--- src/rtl/fetch_unit_pkg.sv ---
// Shared definitions for the fetch front end.
//   - fetch_state_e : fetch FSM encoding (RUN issues requests, FLUSH drops
//                     stale responses after a redirect)
//   - PC_INCR       : byte step between sequential instruction words
//   - PC_ALIGN_MASK : clears the byte offset of a redirect target
//   - opcode / ALU constants used by the decode and execute stages
// Optional feature macro used by fetch_unit: FETCH_ALIGN_CHECK_EN.
package fetch_unit_pkg;

  typedef enum logic {
    ST_RUN   = 1'b0,
    ST_FLUSH = 1'b1
  } fetch_state_e;

  localparam logic [31:0] PC_INCR       = 32'd4;
  localparam logic [31:0] PC_ALIGN_MASK = 32'hFFFF_FFFC;

  // Major opcodes (RV32I base encoding).
  localparam logic [6:0] OPC_LUI    = 7'b0110111;
  localparam logic [6:0] OPC_AUIPC  = 7'b0010111;
  localparam logic [6:0] OPC_JAL    = 7'b1101111;
  localparam logic [6:0] OPC_JALR   = 7'b1100111;
  localparam logic [6:0] OPC_BRANCH = 7'b1100011;
  localparam logic [6:0] OPC_LOAD   = 7'b0000011;
  localparam logic [6:0] OPC_STORE  = 7'b0100011;
  localparam logic [6:0] OPC_OP_IMM = 7'b0010011;
  localparam logic [6:0] OPC_OP     = 7'b0110011;

  typedef enum logic [3:0] {
    ALU_ADD  = 4'd0,
    ALU_SUB  = 4'd1,
    ALU_AND  = 4'd2,
    ALU_OR   = 4'd3,
    ALU_XOR  = 4'd4,
    ALU_SLL  = 4'd5,
    ALU_SRL  = 4'd6,
    ALU_SRA  = 4'd7,
    ALU_SLT  = 4'd8,
    ALU_SLTU = 4'd9
  } alu_op_e;

  // Address of the word following pc, wrapping modulo 2^32.
  function automatic logic [31:0] next_word_pc(input logic [31:0] pc);
    return pc + PC_INCR;
  endfunction

endpackage

--- src/rtl/fetch_fifo.sv ---
// Instruction buffer between the memory response path and the decoder.
// Ports:
//   clk, reset      : clock, asynchronous active-high reset
//   push, wdata     : write one entry (ignored when full or when clearing)
//   pop             : drop the head entry (ignored when empty or clearing)
//   clear           : empty the buffer; wins over a same-cycle push/pop
//   rdata           : head entry, valid whenever count != 0
//   count           : number of stored entries (0..DEPTH)
module fetch_fifo
  import fetch_unit_pkg::*;
#(
  parameter int DEPTH = 2,
  parameter int WIDTH = 64
) (
  input  logic                         clk,
  input  logic                         reset,
  input  logic                         push,
  input  logic [WIDTH-1:0]             wdata,
  input  logic                         pop,
  input  logic                         clear,
  output logic [WIDTH-1:0]             rdata,
  output logic [$clog2(DEPTH+1)-1:0]   count
);

  localparam int PW = (DEPTH > 1) ? $clog2(DEPTH) : 1;
  localparam int CW = $clog2(DEPTH + 1);

  logic [WIDTH-1:0] mem_q [DEPTH];
  logic [PW-1:0]    rd_ptr_q, rd_ptr_d;
  logic [PW-1:0]    wr_ptr_q, wr_ptr_d;
  logic [CW-1:0]    count_q, count_d;
  logic             push_en, pop_en;

  // Pointers wrap explicitly so non-power-of-two depths work.
  function automatic logic [PW-1:0] ptr_inc(input logic [PW-1:0] p);
    return (p == PW'(DEPTH - 1)) ? '0 : p + PW'(1);
  endfunction

  always_comb begin
    push_en  = push && (count_q != CW'(DEPTH));
    pop_en   = pop && (count_q != '0);
    rd_ptr_d = rd_ptr_q;
    wr_ptr_d = wr_ptr_q;
    count_d  = count_q;
    if (clear) begin
      rd_ptr_d = '0;
      wr_ptr_d = '0;
      count_d  = '0;
    end else begin
      if (push_en) wr_ptr_d = ptr_inc(wr_ptr_q);
      if (pop_en)  rd_ptr_d = ptr_inc(rd_ptr_q);
      count_d = count_q + CW'(push_en) - CW'(pop_en);
    end
  end

  always_ff @(posedge clk or posedge reset) begin
    if (reset) begin
      rd_ptr_q <= '0;
      wr_ptr_q <= '0;
      count_q  <= '0;
    end else begin
      rd_ptr_q <= rd_ptr_d;
      wr_ptr_q <= wr_ptr_d;
      count_q  <= count_d;
    end
  end

  // Storage needs no reset: the top masks the head while count == 0.
  always_ff @(posedge clk) begin
    if (push_en && !clear) mem_q[wr_ptr_q] <= wdata;
  end

  assign rdata = mem_q[rd_ptr_q];
  assign count = count_q;

endmodule

--- src/rtl/fetch_unit.sv ---
// Instruction fetch unit: issues sequential word fetches, buffers in-order
// responses with their PCs, and hands them to the decoder. A redirect
// reloads the fetch PC, empties the buffer and drops responses that are
// still in flight.
// Ports:
//   clk, reset                      : clock, async active-high reset
//   mem_req_valid/addr/ready        : request channel to instruction memory
//   mem_resp_valid/data             : in-order response, always accepted
//   redirect_valid/pc               : single-cycle branch/jump redirect
//   instr_valid/data/pc, instr_ready: decoder channel
//   fetch_fault                     : sticky misaligned-redirect flag
//   dbg_state                       : current fetch FSM state
// Optional feature: define FETCH_ALIGN_CHECK_EN to flag misaligned redirect
// targets and halt fetching until reset; otherwise the low two target bits
// are ignored and fetch_fault stays 0.
//
// Handshakes: a transfer happens on a rising edge where valid && ready.
// Once raised, mem_req_valid and mem_req_addr hold until transfer (a
// redirect may withdraw them); instr_data/instr_pc hold until popped.
// mem_resp_valid has no ready: every response is consumed the cycle it
// arrives.
module fetch_unit
  import fetch_unit_pkg::*;
#(
  parameter logic [31:0] RESET_PC   = 32'h0000_0000,
  parameter int          FIFO_DEPTH = 2
) (
  input  logic         clk,
  input  logic         reset,
  output logic         mem_req_valid,
  output logic [31:0]  mem_req_addr,
  input  logic         mem_req_ready,
  input  logic         mem_resp_valid,
  input  logic [31:0]  mem_resp_data,
  input  logic         redirect_valid,
  input  logic [31:0]  redirect_pc,
  output logic         instr_valid,
  output logic [31:0]  instr_data,
  output logic [31:0]  instr_pc,
  input  logic         instr_ready,
  output logic         fetch_fault,
  output fetch_state_e dbg_state
);

  // Counters span 0..FIFO_DEPTH without wrapping.
  localparam int CW = $clog2(FIFO_DEPTH + 1);

  fetch_state_e  state_q, state_d;
  logic [31:0]   fetch_pc_q, fetch_pc_d;
  logic [31:0]   resp_pc_q, resp_pc_d;
  logic [CW-1:0] outstanding_q, outstanding_d;
  logic [CW-1:0] discard_q, discard_d;

  logic [CW-1:0] fifo_count;
  logic [63:0]   fifo_rdata;
  logic          credit_ok, req_fire, resp_in, resp_keep, fifo_pop;
  logic          fault_stop;
  logic [31:0]   redirect_target;

  assign redirect_target = redirect_pc & PC_ALIGN_MASK;

`ifdef FETCH_ALIGN_CHECK_EN
  logic fault_q, fault_d;

  always_comb begin
    fault_d = fault_q | (redirect_valid && (redirect_pc[1:0] != 2'b00));
  end

  always_ff @(posedge clk or posedge reset) begin
    if (reset) fault_q <= 1'b0;
    else       fault_q <= fault_d;
  end

  assign fault_stop = fault_q;
`else
  assign fault_stop = 1'b0;
`endif

  assign fetch_fault = fault_stop;

  // In-flight requests plus buffered words never exceed the buffer depth,
  // so every response is guaranteed a slot.
  assign credit_ok = (32'(outstanding_q) + 32'(fifo_count)) < 32'(FIFO_DEPTH);

  assign mem_req_valid = !reset && (state_q == ST_RUN) && !redirect_valid &&
                         !fault_stop && credit_ok;
  assign mem_req_addr  = fetch_pc_q;
  assign req_fire      = mem_req_valid && mem_req_ready;

  // A stray response with nothing outstanding is ignored.
  assign resp_in   = mem_resp_valid && (outstanding_q != '0);
  assign resp_keep = resp_in && (discard_q == '0);

  assign instr_valid = (fifo_count != '0);
  assign fifo_pop    = instr_valid && instr_ready;
  assign instr_data  = instr_valid ? fifo_rdata[31:0]  : 32'h0;
  assign instr_pc    = instr_valid ? fifo_rdata[63:32] : 32'h0;
  assign dbg_state   = state_q;

  always_comb begin
    outstanding_d = outstanding_q + CW'(req_fire) - CW'(resp_in);
    fetch_pc_d    = req_fire  ? next_word_pc(fetch_pc_q) : fetch_pc_q;
    // resp_pc tracks the PC of the next response that will be kept.
    resp_pc_d     = resp_keep ? next_word_pc(resp_pc_q)  : resp_pc_q;
    discard_d     = discard_q;
    if (resp_in && (discard_q != '0)) discard_d = discard_q - CW'(1);
    if (redirect_valid) begin
      fetch_pc_d = redirect_target;
      resp_pc_d  = redirect_target;
      // Everything still in flight after this cycle belongs to the old path.
      discard_d  = outstanding_d;
    end
    state_d = (discard_d != '0) ? ST_FLUSH : ST_RUN;
  end

  always_ff @(posedge clk or posedge reset) begin
    if (reset) begin
      state_q       <= ST_RUN;
      fetch_pc_q    <= RESET_PC;
      resp_pc_q     <= RESET_PC;
      outstanding_q <= '0;
      discard_q     <= '0;
    end else begin
      state_q       <= state_d;
      fetch_pc_q    <= fetch_pc_d;
      resp_pc_q     <= resp_pc_d;
      outstanding_q <= outstanding_d;
      discard_q     <= discard_d;
    end
  end

  // The redirect clears the buffer, overriding any same-cycle push or pop.
  fetch_fifo #(
    .DEPTH (FIFO_DEPTH),
    .WIDTH (64)
  ) u_fifo (
    .clk   (clk),
    .reset (reset),
    .push  (resp_keep),
    .wdata ({resp_pc_q, mem_resp_data}),
    .pop   (fifo_pop),
    .clear (redirect_valid),
    .rdata (fifo_rdata),
    .count (fifo_count)
  );

endmodule

--- config.mk ---
export PLATFORM = sky130hd
export DESIGN_NAME = fetch_unit
export DESIGN_NICKNAME = d
export VERILOG_FILES = /design/src/rtl/fetch_unit_pkg.sv /design/src/rtl/fetch_fifo.sv /design/src/rtl/fetch_unit.sv
export SDC_FILE = /design/constraint.sdc
export NUM_CORES = 1
export LEC_CHECK = 0
export CORE_MARGIN = 2
export CORE_UTILIZATION = 50
export DETAILED_ROUTE_END_ITERATION = 8
export HOLD_SLACK_MARGIN = 0.05
export PLACE_DENSITY_LB_ADDON = 0.15
export SETUP_SLACK_MARGIN = 0.05
export SLEW_MARGIN = 5
export SYNTH_ARGS = -nofsm -noshare
export SYNTH_HDL_FRONTEND = slang
export SYNTH_HIERARCHICAL = 1
export SYNTH_SLANG_ARGS = --single-unit
--- constraint.sdc ---
create_clock -name clk -period 13.43 [get_ports clk]
set_clock_uncertainty 0.1 [all_clocks]
set_input_delay 2.686 -clock clk [delete_from_list [all_inputs] [get_ports clk]]
set_output_delay 2.686 -clock clk [all_outputs]
set_load 0.01 [all_outputs]
### Yosys cells after proc, flatten, opt, wreduce, memory -nomap -nowiden

Memories as Yosys holds them, arrays and structs flattened.
Cells that the tools add are included.

* register bits after elaboration: 73
* input port bits: 70
* memory bits (writable): 128
* logic and storage cells: 62
* output and inout port bits: 100
* bits in latches: 0
* memories: 1
* ROM bits: 0

* equal/unequal tests: 1
* mux-type cells: 18
* bitwise operators: 1
* multiply operators: 0
* div/mod/pow operators: 0
* add/sub/neg operators: 10
* order comparisons: 1
* shifts and indexed selects: 0
* reduce and logical (&&, ||, !) cells: 22

Memories
* u_fifo.mem_q: depth 2, bits a word 64, read ports 1, clocked after memory_dff 0, wr ports 1, line fetch_fifo.sv:28 `logic [WIDTH-1:0] mem_q [DEPTH];`

Operators by type and width (number)
* two-way mux 32 bit: 6
* adder 32 x 3 -> 32 bit, second input constant: 2
* nonzero test 2 bit: 8
* logical AND 1 bit: 11
* two-way mux 1 bit: 9
* two-way mux 2 bit: 3
* adder 2 x 1 -> 2 bit: 2
* subtractor 2 x 1 -> 2 bit: 2
* adder 2 x 2 -> 3 bit: 1
* < comparator 3 x 2 -> 1 bit, second input constant: 1
* adder 1 bit, second input constant: 2
* zero test 1 bit: 2
* zero test 2 bit: 1
* inequality test 2 bit, second input constant: 1
* subtractor 2 x 1 -> 2 bit, second input constant: 1
* inverter 1 bit: 1

### Logic depth before layout (Yosys ltp)

* word-level depth: 10
* depth in mapped cells: 14
* depth with buffers taken out: 12

### By module

The synthesis kept the hierarchy.

Modules (own cells, without submodules)
* fetch_fifo: area an instance 5051.1 µm², cells each 221, seq. area each 3943.8 µm², instances 1
* fetch_unit: area an instance 4129.0 µm², cells each 481, seq. area each 1626.6 µm², instances 1

### Least setup slack after synthesis

Ideal clock, no wire load.

* path type: input to register
* start: in mem_resp_valid
* end: mem u_fifo.mem_q[1][0], enable pin
* slack: 5.015 ns
* buffers on the path: 1
* arrival: 7.737 ns
* library setup time: 0.578 ns
* cell stages on the path: 4
* cell sequence: o211a_1 -> buf_4 -> o21ai_2 -> nor3b_1

* word-level cells in the longest chain between the ends: 6

RTL lines
* start, declared: line fetch_unit.sv:33 `input logic mem_resp_valid,`
* logical AND 1 bit: line fetch_unit.sv:91 `assign resp_in = mem_resp_valid && (outstanding_q != '0);`
* logical AND 1 bit: line fetch_unit.sv:92 `assign resp_keep = resp_in && (discard_q == '0);`
* net resp_keep: line fetch_unit.sv:56 `logic credit_ok, req_fire, resp_in, resp_keep, fifo_pop;`
* logical AND 1 bit: line fetch_fifo.sv:40 `push_en = push && (count_q != CW'(DEPTH));`
* logical AND 1 bit: line fetch_fifo.sv:70 `if (push_en && !clear) mem_q[wr_ptr_q] <= wdata;`
* two-way mux 1 bit: line fetch_fifo.sv:70
* two-way mux 1 bit (implied by the code): line fetch_fifo.sv:70
* end, declared: line fetch_fifo.sv:28

The timed path passes the listed nets, and every way through them passes these cells.

### Final worst setup path

* start: in redirect_valid
* end: out mem_req_valid

* word-level cells in the longest chain between the ends: 3

RTL lines
* start, declared: line fetch_unit.sv:35 `input logic redirect_valid,`
* zero test 1 bit: line fetch_unit.sv:85 `assign mem_req_valid = !reset && (state_q == ST_RUN) && !redirect_valid &&`
* logical AND 1 bit: line fetch_unit.sv:85
* logical AND 1 bit: line fetch_unit.sv:86 `!fault_stop && credit_ok;`
* end, declared: line fetch_unit.sv:30 `output logic mem_req_valid,`

Every way passes these cells.

==> results by group <==
Final layout
  – Layout cells sized above 1: 13.7%
  – Nets: 939
  – Ant diodes: 0
  – Fill cells: 1,352
  – Area Growth Syn to Fin: 25.7%

Route
  – DRT Pass-1 Iters: 7
  – DRC violation total after the first TritonRoute iteration: 355
  – Number of routed nets with antenna violations: 0
  – Routed WL per cell: 17.3 um
  – Via count: 6,082
  – Via density: 5.51
  – # DRC: 0
  – Final WL: 19,100 um

Die
  – # rows: 49
  – Die footprint: 19,500 sq um
  – Die width: 140 um
  – Initial Utilization: 51.1%
  – IO Pins: 170
  – Core area: 18,000 sq um
  – Die height: 140 um

Critical path
  – CP Max Fanout: 73
  – CP Class: input pin to output pin
  – CP peak stage delay: 540 ps
  – Family with the most delay on the worst path: buffers and inverters
  – Slowest stage cell on the critical path: clkdlybuf4s50_1
  – Buffers & Inverters on Critical Path: 3
  – CP arrival: 4280 ps
  – WP data required: 10,640 ps
  – Cell Chain, Critical Path: buf_2, buf_4, or4_1, nor2_1, clkdlybuf4s50_1
  – CP startpoint kind: input pin
  – R2R setup slack: 9460 ps
  – CP endpoint kind: output pin

Clock network
  – TritonCTS clock tree: yes
  – Post-CTS Hold Buffers: 0
  – H-tree Lvls: 4
  – Clock transition at path regs: 60 ps
  – Number of CTS-inserted buffers: 17
  – CTS Buffer Depth: 2
  – Sink Count: 197
  – Clk_lat worst skew: 420 ps
  – CTS root buffer: clkbuf_16
  – Post-CTS Setup Bufs: 0
  – PostCTS Resize Cnt: 0

Pwr
  – Power Density: 141 nW/um^2
  – Leak: 4.18 nW
  – Sw Share: 27.0%
  – Comb pwr share: 24.7%
  – Clk pwr share: 28.8%
  – Largest vdd supply drop: 0.0935 mV
  – Seq pwr share: 46.5%
  – Internal Power: 0.00119 W
  – P_sw: 0.000440 W

Status
  – Status: finished clean

Place
  – Gp weighted congestion: 0.849
  – Detail Placement HPWL: 12,800 um
  – Dpl ws: 6360 ps
  – Port Buf Inserts: 164

Synth
  – Ranking of synthesized cells by area: edfxtp_1, dfrtp_1, mux2_4, and2_1, xnor2_1
  – Mapped Area: 9180 sq um
  – Post-synthesis sequential area ratio: 60.7%
  – Synth Instances: 702
  – Synth unique cells: 54
  – Post-synth top area share: 41.9%
  – Synthesis Warnings: 6
  – Dominant cell type by area after synthesis: edfxtp_1
  – Syn avg cell area: 13.1 sq um
  – Async set-reset flop share out of synthesis: 35.0%
  – Synthesis-stage register bit count: 197
  – Post-synth EDFFs: 128
  – Predominant post-synthesis flop cell: edfxtp_1

Global route
  – Initial antenna violation count: 0
  – Total gr overflow: 0
  – First-pass GRT wire length: 31,000 um
  – Vias in the first global route: 5,976
  – Total GRT Usage: 19.9%
  – Largest net degree at the start of global routing: 74

STA
  – Slew Limit Headroom: 20.9%
  – Fin crit share: 52.6%
  – RSZ-0062 raised after global routing: false
  – Fmax: 142 MHz
  – Worst setup slack after layout: 6370 ps
  – Final Hold Viols: 0
  – Worst Max-Slew Pin Slew: 1180 ps
  – Final setup vio count: 0
  – Setup_tns: 0 ps
  – Tmin final: 7060 ps
  – Slew Limit Fails: 0

Flow run
  – Max Cap Viol: 0

Min path
  – HP Class: flop to flop
-- power groups by stage --
stage,combinational [W],sequential [W],clock [W]
2_1_floorplan,0.000217,0.000764,0
3_3_place_gp,0.000397,0.000765,0
3_5_place_dp,0.000408,0.000769,0
4_1_cts,0.000410,0.000758,0.000481
5_1_grt,0.000438,0.000766,0.000507
6_report,0.000403,0.000758,0.000470
-- cell usage after synthesis, types with 6 or more instances --
library cell  instances
nand4_1              17
and4_1                6
ha_1                  7
clkbuf_1             18
inv_1                15
mux2_4               50
o21ai_0              45
buf_6                 7
and2_1               71
xnor2_1              27
o211ai_1             14
nand3_1              27
nor4_1               10
o311ai_0             10
edfxtp_1            128
xor2_1               10
nand2_1              59
dfrtp_1              69
mux2_2               16
and3_1                7
nor2_1               22
-- registers in the layout, summed over array words and instances (netlist names) --
signal,count
u_fifo/mem_q,128
mem_req_addr,30
resp_pc_q,30
discard_q,2
outstanding_q,2
u_fifo/count,2
dbg_state,1
u_fifo/rd_ptr_q,1
u_fifo/wr_ptr_q,1
-- cell families after synthesis --
kind of cell / after synthesis / share of synthesized area [%]
other: 1 / 0.0408
flip-flops: 197 / 60.7
AND/OR/NAND/NOR: 250 / 15.2
XOR/XNOR: 37 / 3.53
adder cells (fa/ha/maj): 8 / 1.17
multiplexers: 68 / 10.4
AO/OA/AOI/OAI: 89 / 6.09
buffers and inverters: 52 / 2.93
-- layout make-up --
class,instances,area (sq um),area share (%)
clock inverters,10,71.3,0.618
multi-input cells,459,3370,29.2
clock buffers,22,488,4.23
repair buffers,170,1680,14.6
inverters,16,60.1,0.521
flip-flops and latches,197,5570,48.3
well taps,229,287,2.48
-- metrics by stage --
step	hold WS (ps)	cells	utilization, %	area (sq um)	power, W
after floorplan	363	708	-	9200	0.000981
after global placement	399	1071	61.1	11000	0.00116
after detailed placement	407	1071	61.1	11000	0.00118
after CTS	421	1103	64.2	11500	0.00165
after global routing	429	1103	64.2	11500	0.00171
final	425	1103	64.2	11500	0.00163
-- worst paths after layout --
check | start | end | cells past startpoint
worst max-delay path | redirect_valid | mem_req_valid | 5
worst min-delay path | resp_pc_q[31] | u_fifo/mem_q[0][63] | 0
worst max register to register | u_fifo/count[0] | dbg_state | 13
worst min register to register | resp_pc_q[31] | u_fifo/mem_q[0][63] | 0
max in group asynchronous | reset | mem_req_addr[23] | 3
min in group asynchronous | reset | u_fifo/wr_ptr_q | 2
-- layer usage --
layer | part of all wire, % | track usage (%)
met3 | 5.9 | 4.09
met4 | 1.1 | 5.16
met2 | 46 | 31.4
met5 | 0 | 0
met1 | 47 | 28.5
-- layout by cell type, fill, tap and decap left out, types with 3 or more instances in the layout --
cell type        count
dfrtp_1             68
nor2_1              22
nand3_1             27
clkinv_4             4
or2_2                3
nand4_1             17
o311ai_0            10
xnor2_1             27
conb_1               7
xor2_1              10
clkdlybuf4s50_1    163
ha_1                 7
and2_1              71
clkbuf_16           18
nor2b_1              3
edfxtp_1           128
a31oi_1              5
mux2_2              16
nand2_1             59
o21ai_0             45
clkinv_2             4
nor4_1              10
buf_4                6
o211ai_1            14
inv_1               14
and3_1               7
nor3b_1              3
nor3_1               3
and4_1               6
mux2_4              50
a21oi_1              5
or4_1                3
(Power assumes the default switching activity.)
